**config.mk**
```make
export PLATFORM = sky130hd
export DESIGN_NAME = fetch_sequencer
export DESIGN_NICKNAME = d
export VERILOG_FILES = /design/src/rtl/fetch_sequencer_pkg.sv /design/src/rtl/fetch_perf_counter.sv /design/src/rtl/fetch_sequencer.sv
export SDC_FILE = /design/constraint.sdc
export NUM_CORES = 1
export LEC_CHECK = 0
export CORE_AREA = 2 2 163 165
export DETAILED_ROUTE_END_ITERATION = 16
export DIE_AREA = 0 0 165 167
export GPL_ROUTABILITY_DRIVEN = 0
export PLACE_DENSITY_LB_ADDON = 0.05
export SETUP_SLACK_MARGIN = 0.3
export SYNTH_ARGS = -nofsm -noshare
export SYNTH_HDL_FRONTEND = slang
export SYNTH_SLANG_ARGS = --single-unit
export TNS_END_PERCENT = 1
```
**constraint.sdc**
```tcl
create_clock -name clk -period 6.78 [get_ports clk]
set_input_delay 2.034 -clock clk [delete_from_list [all_inputs] [get_ports clk]]
set_output_delay 2.034 -clock clk [all_outputs]
set_load 0.01 [all_outputs]
```
**src/rtl/fetch_sequencer_pkg.sv**
```systemverilog
// Shared types and constants for the instruction-fetch sequencer.
package fetch_sequencer_pkg;

    typedef enum logic [1:0] {
        S_REQ  = 2'd0,
        S_WAIT = 2'd1,
        S_HOLD = 2'd2
    } fetch_state_t;

    localparam logic [31:0] RESET_PC_DEFAULT = 32'h0000_0000;
    localparam logic [31:0] ALIGN_MASK       = 32'hFFFF_FFFC;

    function automatic logic [31:0] align_pc(input logic [31:0] pc);
        return pc & ALIGN_MASK;
    endfunction

endpackage

```
**src/rtl/fetch_perf_counter.sv**
```systemverilog
// Saturating event counter; holds at all-ones instead of wrapping.
module fetch_perf_counter #(
    parameter int CNT_W = 32
) (
    input  logic             clk,
    input  logic             rstn,
    input  logic             inc_i,
    output logic [CNT_W-1:0] count_o
);

    logic [CNT_W-1:0] count_q;

    always_ff @(posedge clk) begin
        if (!rstn) begin
            count_q <= '0;
        end else if (inc_i && (count_q != {CNT_W{1'b1}})) begin
            count_q <= count_q + 1'b1;
        end
    end

    assign count_o = count_q;

endmodule

```
**src/rtl/fetch_sequencer.sv**
```systemverilog
// Instruction-fetch controller: owns the fetch PC, runs one imem transaction
// at a time, drops responses made stale by redirects, holds one instruction for decode.
//
// state  | meaning
// S_REQ  | request driven at pc, waiting for gnt
// S_WAIT | request accepted, waiting for rvalid (kill_q marks it stale)
// S_HOLD | instruction held for decode, if_valid high
module fetch_sequencer
    import fetch_sequencer_pkg::*;
#(
    parameter logic [31:0] RESET_PC = RESET_PC_DEFAULT,
    parameter int          CNT_W    = 32
) (
    input  logic             clk,
    input  logic             rstn,
    input  logic             redirect_valid,
    input  logic [31:0]      redirect_pc,
    output logic             imem_req,
    output logic [31:0]      imem_addr,
    input  logic             imem_gnt,
    input  logic             imem_rvalid,
    input  logic [31:0]      imem_rdata,
    output logic             if_valid,
    input  logic             if_ready,
    output logic [31:0]      if_instr,
    output logic [31:0]      if_pc,
    output logic [31:0]      if_pc_plus4,
    output logic [CNT_W-1:0] fetch_count,
    output logic [CNT_W-1:0] kill_count
);

    fetch_state_t state_q;
    logic [31:0]  pc_q;
    logic [31:0]  req_pc_q;
    logic         kill_q;
    logic         imem_req_q;
    logic         if_valid_q;
    logic [31:0]  if_instr_q;
    logic [31:0]  if_pc_q;
    logic [31:0]  if_pc_plus4_q;
    logic [31:0]  target;
    logic         fetch_inc;
    logic         kill_inc;

    assign target = align_pc(redirect_pc);

    always_ff @(posedge clk) begin
        if (!rstn) begin
            state_q       <= S_REQ;
            pc_q          <= RESET_PC;
            req_pc_q      <= RESET_PC;
            kill_q        <= 1'b0;
            imem_req_q    <= 1'b1;
            if_valid_q    <= 1'b0;
            if_instr_q    <= 32'h0;
            if_pc_q       <= 32'h0;
            if_pc_plus4_q <= 32'd4;
        end else begin
            case (state_q)
                S_REQ: begin
                    if (redirect_valid) pc_q <= target;
                    if (imem_gnt) begin
                        if (redirect_valid) begin
                            kill_q <= 1'b1;
                        end else begin
                            req_pc_q <= pc_q;
                            pc_q     <= pc_q + 32'd4;
                        end
                        state_q    <= S_WAIT;
                        imem_req_q <= 1'b0;
                    end
                end
                S_WAIT: begin
                    if (imem_rvalid) begin
                        if (kill_q || redirect_valid) begin
                            kill_q <= 1'b0;
                            if (redirect_valid) pc_q <= target;
                            state_q    <= S_REQ;
                            imem_req_q <= 1'b1;
                        end else begin
                            if_instr_q    <= imem_rdata;
                            if_pc_q       <= req_pc_q;
                            if_pc_plus4_q <= req_pc_q + 32'd4;
                            state_q       <= S_HOLD;
                            if_valid_q    <= 1'b1;
                        end
                    end else if (redirect_valid) begin
                        // Only one response is ever owed, so a single kill bit suffices.
                        kill_q <= 1'b1;
                        pc_q   <= target;
                    end
                end
                S_HOLD: begin
                    if (redirect_valid || if_ready) begin
                        if (redirect_valid) pc_q <= target;
                        state_q    <= S_REQ;
                        if_valid_q <= 1'b0;
                        imem_req_q <= 1'b1;
                    end
                end
                default: begin
                    state_q    <= S_REQ;
                    if_valid_q <= 1'b0;
                    imem_req_q <= 1'b1;
                end
            endcase
        end
    end

    assign fetch_inc = (state_q == S_HOLD) && if_ready && !redirect_valid;
    assign kill_inc  = (state_q == S_WAIT) && imem_rvalid && (kill_q || redirect_valid);

    fetch_perf_counter #(.CNT_W(CNT_W)) u_fetch_cnt (
        .clk     (clk),
        .rstn    (rstn),
        .inc_i   (fetch_inc),
        .count_o (fetch_count)
    );

    fetch_perf_counter #(.CNT_W(CNT_W)) u_kill_cnt (
        .clk     (clk),
        .rstn    (rstn),
        .inc_i   (kill_inc),
        .count_o (kill_count)
    );

    assign imem_req    = imem_req_q;
    assign imem_addr   = pc_q;
    assign if_valid    = if_valid_q;
    assign if_instr    = if_instr_q;
    assign if_pc       = if_pc_q;
    assign if_pc_plus4 = if_pc_plus4_q;

endmodule

```
* After elaboration in Yosys (flattened, before gate mapping)
Index checks and enable logic that the tools add are counted.
W data, S select, Z words.
** Word-level totals
- Output and inout port bits :: 194
- RAM bits :: 0
- ROM bits :: 0
- Register bits :: 229
- Memories kept :: 0
- Word-level logic and storage cells :: 73
- Bits in latches :: 0
** Operators by class
- Reductions and logical operators :: 19
- Shifts and indexed selects :: 0
- Add/sub/neg operators :: 4
- Multiply operators :: 0
- Order comparisons :: 0
- Muxes and demuxes :: 26
- Equal/unequal tests :: 10
- Bitwise operators :: 3
- Div/mod/pow operators :: 0
** Operator list (number)
- $mux W32 :: 6
- $pmux W32 S3 :: 1
- $add A32 B1 Y32 const B :: 2
- $add A32 B3 Y32 const B :: 2
- $ne A32 B32 Y1 const B :: 2
- $reduce_and A3 Y1 :: 5
- $mux W1 :: 11
- $ne A2 B2 Y1 const B :: 5
- $mux W2 :: 4
- $reduce_and A4 Y1 :: 2
- $logic_and A1 B1 Y1 :: 6
- $pmux W1 S3 :: 2
- $pmux W2 S3 :: 1
- $ne A3 B3 Y1 const B :: 1
- $not A1 Y1 :: 3
- $reduce_bool A3 Y1 :: 1
- $eq A2 B1 Y1 const B :: 1
- $eq A2 B2 Y1 const B :: 1
- $logic_not A2 Y1 :: 1
- $logic_or A1 B1 Y1 :: 2
- $pmux W1 S2 :: 1
- $reduce_bool A2 Y1 :: 1
- $logic_not A1 Y1 :: 1

* Logic depth before layout (Yosys ltp)
Gate-level depths: netlist (run 1).
- Depth after elaboration :: 4
- Gate-level depth with buffers :: 10
- Mapped depth without buffers :: 7

* Hierarchy
A second synthesis (run 1) with hierarchy kept.
** Unflattened totals
- Cells, all modules :: 1315
- Area total of the unflattened synthesis :: 10637.7 µm²
** By module, submodules not included
- fetch_sequencer :: area an instance 7229.4 µm², instances 1, cells an instance 915
- fetch_perf_counter :: area an instance 1704.1 µm², instances 2, cells an instance 200

* Worst setup path after synthesis (run 1)
OpenSTA, ideal clock, no wires.
- Path type :: input-to-reg
- Start point :: input redirect_valid
- End point :: register u_fetch_cnt.count_q[27], in the netlist u_fetch_cnt.count_o[27]
- Setup time :: 0.070 ns
- Stages :: 7
- Path slack :: 3.082 ns
- Buffers on the path :: 2
- Arrival time :: 3.627 ns
- Required time :: 6.710 ns
- Path through :: buf_6 and3b_1 nand4_1 or4_1 buf_2 or4_1 a21oi_1
** Between the ends
- Word-level cells in the longest chain between the ends :: 3
** Ends and longest elaborated chain
- start, declared :: line fetch_sequencer.sv:16 : input logic redirect_valid,
- $logic_not A1 Y1 :: line fetch_sequencer.sv:110 : assign fetch_inc = (state_q == S_HOLD) && if_ready && !redirect_valid;
- $logic_and A1 B1 Y1 :: line fetch_sequencer.sv:110
- $logic_and A1 B1 Y1 :: line fetch_perf_counter.sv:16 : end else if (inc_i && (count_q != {CNT_W{1'b1}})) begin
- end signal, assigned :: line fetch_perf_counter.sv:17 : count_q <= count_q + 1'b1;
- end, declared :: line fetch_perf_counter.sv:11 : logic [CNT_W-1:0] count_q;
No other way between the ends.
A chain may end at the register's enable or synchronous reset.

* Worst setup path in the final report (run 1)
- Start point :: input imem_gnt
- End point :: register pc_q[13], in the netlist imem_addr[13]
** Between the ends
- Word-level cells in the longest chain between the ends :: 2
** Ends and longest elaborated chain
- start, declared :: line fetch_sequencer.sv:20 : input logic imem_gnt,
- $mux W32 :: line fetch_sequencer.sv:62 : if (imem_gnt) begin
- $pmux W32 S3 :: line fetch_sequencer.sv:59 : case (state_q)
- end signal, assigned :: line fetch_sequencer.sv:61 : if (redirect_valid) pc_q <= target;
- end signal, assigned :: line fetch_sequencer.sv:67 : pc_q <= pc_q + 32'd4;
- end signal, assigned :: line fetch_sequencer.sv:77 : if (redirect_valid) pc_q <= target;
- end, declared :: line fetch_sequencer.sv:33 : logic [31:0] pc_q;
No other way between the ends.

==> results of run 1 <==
==> state kept, by name, summed over array words and instances (netlist names) <==
name,count
if_instr,32
if_pc,32
if_pc_plus4,30
if_valid,1
imem_addr,32
imem_req,1
kill_q,1
req_pc_q,32
state_q,2
u_fetch_cnt.count_o,32
u_kill_cnt.count_o,32
==> worst paths after layout <==
path / start / end / slack [ps] / cells after the start
worst max-delay path: imem_gnt / imem_addr[13]$_SDFFE_PN0P_ / 2690 / 6
worst min-delay path: if_instr[18]$_SDFFE_PN0P_ / if_instr[18]$_SDFFE_PN0P_ / 450 / 2
worst max register to register: state_q[0]$_SDFFE_PN0P_ / imem_addr[13]$_SDFFE_PN0P_ / 4050 / 7
worst min register to register: if_instr[18]$_SDFFE_PN0P_ / if_instr[18]$_SDFFE_PN0P_ / 450 / 2
==> kinds of logic after synthesis <==
logic type	Yosys count
buffers and inverters	113
AOI/OAI and AO/OA	359
xor gates and xnor gates	32
muxes	13
DFF	227
and+or+nand+nor	553
adders and majority gates	8
==> area by class of cell <==
type                            count  area [um^2]
Inverter                           20         80.1
Sequential cell                   227         4540
Timing Repair Buffer              271         2680
Tap cell                          335          419
Clock buffer                       41          838
Multi-Input combinational cell    965         5420
Clock inverter                      6          109
Fill cell                        2474        11700
==> worst register-to-register path: cells and delay by family (launching register included) <==
kind,cells,cell delay [ps]
buffers and inverters,1,80
AOI/OAI and AO/OA,2,1090
adders and majority gates,1,360
DFF,1,380
and+or+nand+nor,3,710
==> power by group through the flow <==
stage | combinational (mW) | sequential (mW) | clock [mW]
finish | 0.270 | 1.42 | 1.51
global route | 0.296 | 1.42 | 1.59
CTS | 0.272 | 1.42 | 1.55
detailed placement | 0.270 | 1.45 | 0
global placement | 0.268 | 1.45 | 0
floorplan | 0.129 | 1.44 | 0
==> synthesized netlist by cell type (13+ instances only) <==
library cell and n:
dfxtp_1 227, nor3_1 19, a21oi_1 187, and3_1 18, nand2_1 256, nor4_1 16
nand3_1 43, o21ai_0 66, inv_1 19, xor2_1 22, nand4_1 42, and4_1 17
nor2_1 49, clkbuf_1 78, or3_1 26, o31ai_1 28, a211oi_1 13, or4_1 25
==> per-stage QoR <==
stage,cells,utilization (%)
finish,1865,54.7
global route,1865,54.7
CTS,1865,54.7
detailed placement,1818,51.0
global placement,1818,51.0
floorplan,1305,-
==> metal layers <==
layer / global-route usage [%] / wire, um / vias to the layer above
met1: 30.8 / 14800 / 4739
met4: 4.39 / 460 / 0
met5: 0 / 0 / -
met3: 5.11 / 2470 / 38
li1: - / - / 5108
met2: 35.1 / 13700 / 327
==> results_dict.tcl, run 1 <==
set metrics [dict create \
    outcome "completed" \
    cp_num_buf_inv 1 \
    start_kind "input port" \
    yosys.area.top_type "dfxtp_1" \
    finalPower_mw 3.20 \
    power.density_nw_per_um2 227 \
    grt-ovfl-total 0 \
    dp_slack_ps 2210 \
    worst_pin_slew_ps 1190 \
    yosysWarningCount 0 \
    clock_latency_ps 530 \
    synth_top_area_share_pct 43.7 \
    rsz0062_at_grt "no" \
    syn_area_um2 10400 \
    synthMuxAreaShare_pct 1.26 \
    drive_gt1_share_pct 5.36 \
    postRouteAntennaNets 0 \
    max_stage_delay_ps 880 \
    synth-compound-area-share_pct 20.5 \
    area_delta_synth_final_pct 35.6 \
    fin_skew_ps 11.0 \
    worstPathRequired_ps 7190 \
    crit_type "in2reg" \
    crit_chain "clkdlybuf4s50_1, or3b_2, a2111oi_0, nand2_1, o21ai_0, nor3_1" \
    grt_pass1_vias 9503 \
    synth_edf_count 0 \
    drc_errors 0 \
    cp.arrival_ps 4500 \
    yosysSeqAreaShare_pct 43.7 \
    vdd.ir_drop.worst_v 0.000172 \
    wl_um 31400 \
    p_leak_nw 4.56 \
    hold_ws_ps 451 \
    cts_tree "yes" \
    cp_slowest_cell "a2111oi_0" \
    start_util_pct 40.3 \
    yosysUniqueCellTypes 67 \
    grt_pass1_wl_um 50400 \
    synth-async-reset-ratio_pct 0 \
    postSynthCellCount 1305 \
    setup_viol 0 \
    via_per_inst 5.48 \
    hold_viol 0 \
    fp-row-count 59 \
    clkPwrFrac_pct 47.2 \
    most-common-layout-cells "259 x clkdlybuf4s50_1, 256 x nand2_1, 227 x dfxtp_1" \
    worst_hold_path_type "reg2reg" \
    drt_iter0_markers 641 \
    clock_sinks 227 \
    setup_ws_ps 2690 \
    synth-simple-area-share_pct 26.4 \
    p_seq_share_pct 44.3 \
    hold_buffers 0 \
    num-nets-final 1589 \
    antenna_found_initial 0 \
    routedWlPerCell_um 16.8 \
    die_h_um 167 \
    die_w_um 165 \
    final_common_cell "clkdlybuf4s50_1" \
    clkTransAtPathRegs_ps 60 \
    period_share_pct 60.3 \
    die_area_um2 27600 \
    grt_max_degree 138 \
    diodes 0 \
    design_area_um2 14100 \
    min_period_ps 4090 \
    synth_fp_nets 1383 \
    p_switching_mw 0.744 \
    cts_buffers 26 \
    h-tree-depth 1 \
    tns_ps 0 \
    synth_adder_area_share_pct 0.963 \
    p_comb_share_pct 8.4 \
    synth_xor_area_share_pct 2.70 \
    syn_avg_cell_area_um2 7.96 \
    synth_top_family_by_area "simple AND/OR/NAND/NOR gates" \
    root_buffer "clkbuf_16" \
    ioPinCount 264 \
    portBuffers 261 \
    p_int_mw 2.46 \
    core_um2 25800 \
    track_usage_pct 22.1 \
    postPlaceCellArea_um2 13100 \
    dpl.hpwl_um 21200 \
    maxCapViolCount 0 \
    p_sw_share_pct 23.3 \
    post-cts-setup-buffers 0 \
    slew_headroom_pct 20.9 \
    cts_resized 0 \
    max_freq_ghz 0.245 \
    ys_ff_latch 227 \
    cp_top_family "compound AO/OA/AOI/OAI gates" \
    synth_area_leaders "dfxtp_1 44%, nand2_1 9.2%, a21oi_1 9.0%" \
    drv_slew 0 \
    critPathMaxFanout 10 \
    vias 10212 \
    cts_buffer_depth 3 \
    first_pass_iters 8 \
    end_kind "flop" \
    ys.flop_type "dfxtp_1" \
]
(Power assumes the default switching activity.)
==> inputs of run 2 (changes only) <==
==> constraint.sdc (replaced) <==
create_clock -name clk -period 4.05 [get_ports clk]
set_input_delay 1.215 -clock clk [delete_from_list [all_inputs] [get_ports clk]]
set_output_delay 1.215 -clock clk [all_outputs]
set_load 0.01 [all_outputs]
==> run 2 against run 1 <==
Register-to-register slack got worse by 2500 ps. Sequential share of layout area barely moved. Total power rose by 66%. Hold slack barely moved. Die area did not move. Flip-flop and latch count did not move. Clock skew fell by 0.91 ps. Setup slack got worse by 1600 ps. Clock power rose by 65%. Non-clock buffer count rose by 3. Critical endpoint is now u_kill_cnt.count_o[27]$_SDFFE_PN0P_. Largest power group unchanged. Highest routed layer is now met5.
==> results_dict.tcl, run 2 (synthesis results as in run 1) <==
set metrics [dict create \
    hold_buffers 0 \
    postRouteAntennaNets 0 \
    cts_tree "yes" \
    drc_errors 0 \
    vdd.ir_drop.worst_v 0.000263 \
    p_leak_nw 4.57 \
    final_common_cell "clkdlybuf4s50_1" \
    vias 10293 \
    grt_max_degree 128 \
    die_area_um2 27600 \
    maxCapViolCount 0 \
    wl_um 31700 \
    via_per_inst 5.51 \
    grt_pass1_vias 9409 \
    worstPathRequired_ps 4510 \
    dpl.hpwl_um 21300 \
    cts_resized 0 \
    hold_viol 0 \
    cts_buffers 27 \
    clkTransAtPathRegs_ps 60 \
    drive_gt1_share_pct 5.41 \
    fp-row-count 59 \
    worst_pin_slew_ps 1050 \
    clock_latency_ps 530 \
    first_pass_iters 5 \
    rsz0062_at_grt "no" \
    portBuffers 261 \
    power.density_nw_per_um2 377 \
    grt_pass1_wl_um 50800 \
    routedWlPerCell_um 17.0 \
    start_kind "input port" \
    drv_slew 0 \
    start_util_pct 40.3 \
    cp.arrival_ps 3460 \
    crit_type "in2reg" \
    drt_iter0_markers 705 \
    die_h_um 167 \
    root_buffer "clkbuf_16" \
    critPathMaxFanout 11 \
    slew_headroom_pct 30.3 \
    track_usage_pct 22.3 \
    cts_buffer_depth 3 \
    area_delta_synth_final_pct 35.8 \
    design_area_um2 14100 \
    period_share_pct 74.1 \
    worst_hold_path_type "reg2reg" \
    most-common-layout-cells "259 x clkdlybuf4s50_1, 256 x nand2_1, 227 x dfxtp_1" \
    num-nets-final 1593 \
    h-tree-depth 1 \
    outcome "completed" \
    post-cts-setup-buffers 0 \
    postPlaceCellArea_um2 13200 \
    ioPinCount 264 \
    max_freq_ghz 0.333 \
    end_kind "flop" \
    grt-ovfl-total 0 \
    tns_ps 0 \
    clock_sinks 227 \
    die_w_um 165 \
    setup_viol 0 \
    fillers 2497 \
    min_period_ps 3000 \
    core_um2 25800 \
    diodes 0 \
    fin_skew_ps 10.0 \
    antenna_found_initial 1 \
]
## run 2: routing by layer
metal,vias up,part of all wire (%),global-route usage (%)
met5,-,0.035,0
met4,2,1.6,4.50
met3,39,7.6,4.48
met2,339,43,34.9
met1,4793,47,31.9
li1,5120,-,-
## run 2: area by class of cell
type | instances | area [um^2] | share of cell area [%]
Multi-Input combinational cell | 965 | 5420 | 38.4
Clock buffer | 40 | 805 | 5.70
Sequential cell | 227 | 4540 | 32.2
Timing Repair Buffer | 274 | 2730 | 19.3
Inverter | 20 | 80.1 | 0.568
Tap cell | 335 | 419 | 2.97
Clock inverter | 7 | 114 | 0.807
## run 2: report_power, final
group	internal (mW)	leakage (nW)	switching [mW]
registers	2.29	1.84	0.0786
clock network	1.55	0.455	0.938
logic	0.222	2.27	0.240
total	4.07	4.57	1.26
## run 2: through the flow
stage	util (%)	instances	hold WS, ps	worst slack [ps]	power, mW
3_3_place_gp	51.2	1821	441	572	2.88
5_1_grt	54.8	1868	470	863	5.53
2_1_floorplan	-	1305	432	1170	2.63
4_1_cts	54.8	1868	452	1070	5.38
6_report	54.8	1868	451	1050	5.32
3_5_place_dp	51.2	1821	447	546	2.88
## run 2: path summary, 6_finish.rpt
check,to,from,cells past startpoint,slack (ps)
hold / removal,if_instr[18]$_SDFFE_PN0P_,if_instr[18]$_SDFFE_PN0P_,2,450
hold reg to reg,if_instr[18]$_SDFFE_PN0P_,if_instr[18]$_SDFFE_PN0P_,2,450
setup / recovery,u_kill_cnt.count_o[27]$_SDFFE_PN0P_,imem_rvalid,6,1050
setup reg to reg,u_kill_cnt.count_o[27]$_SDFFE_PN0P_,state_q[1]$_SDFFE_PN0P_,7,1560
## run 2: worst max-delay path, cell delays in order
cell and delay (ps):
clkdlybuf4s50_1 580, o211ai_1 160, or3_1 520, a2111oi_4 540, and4_1 280, mux2i_1 170
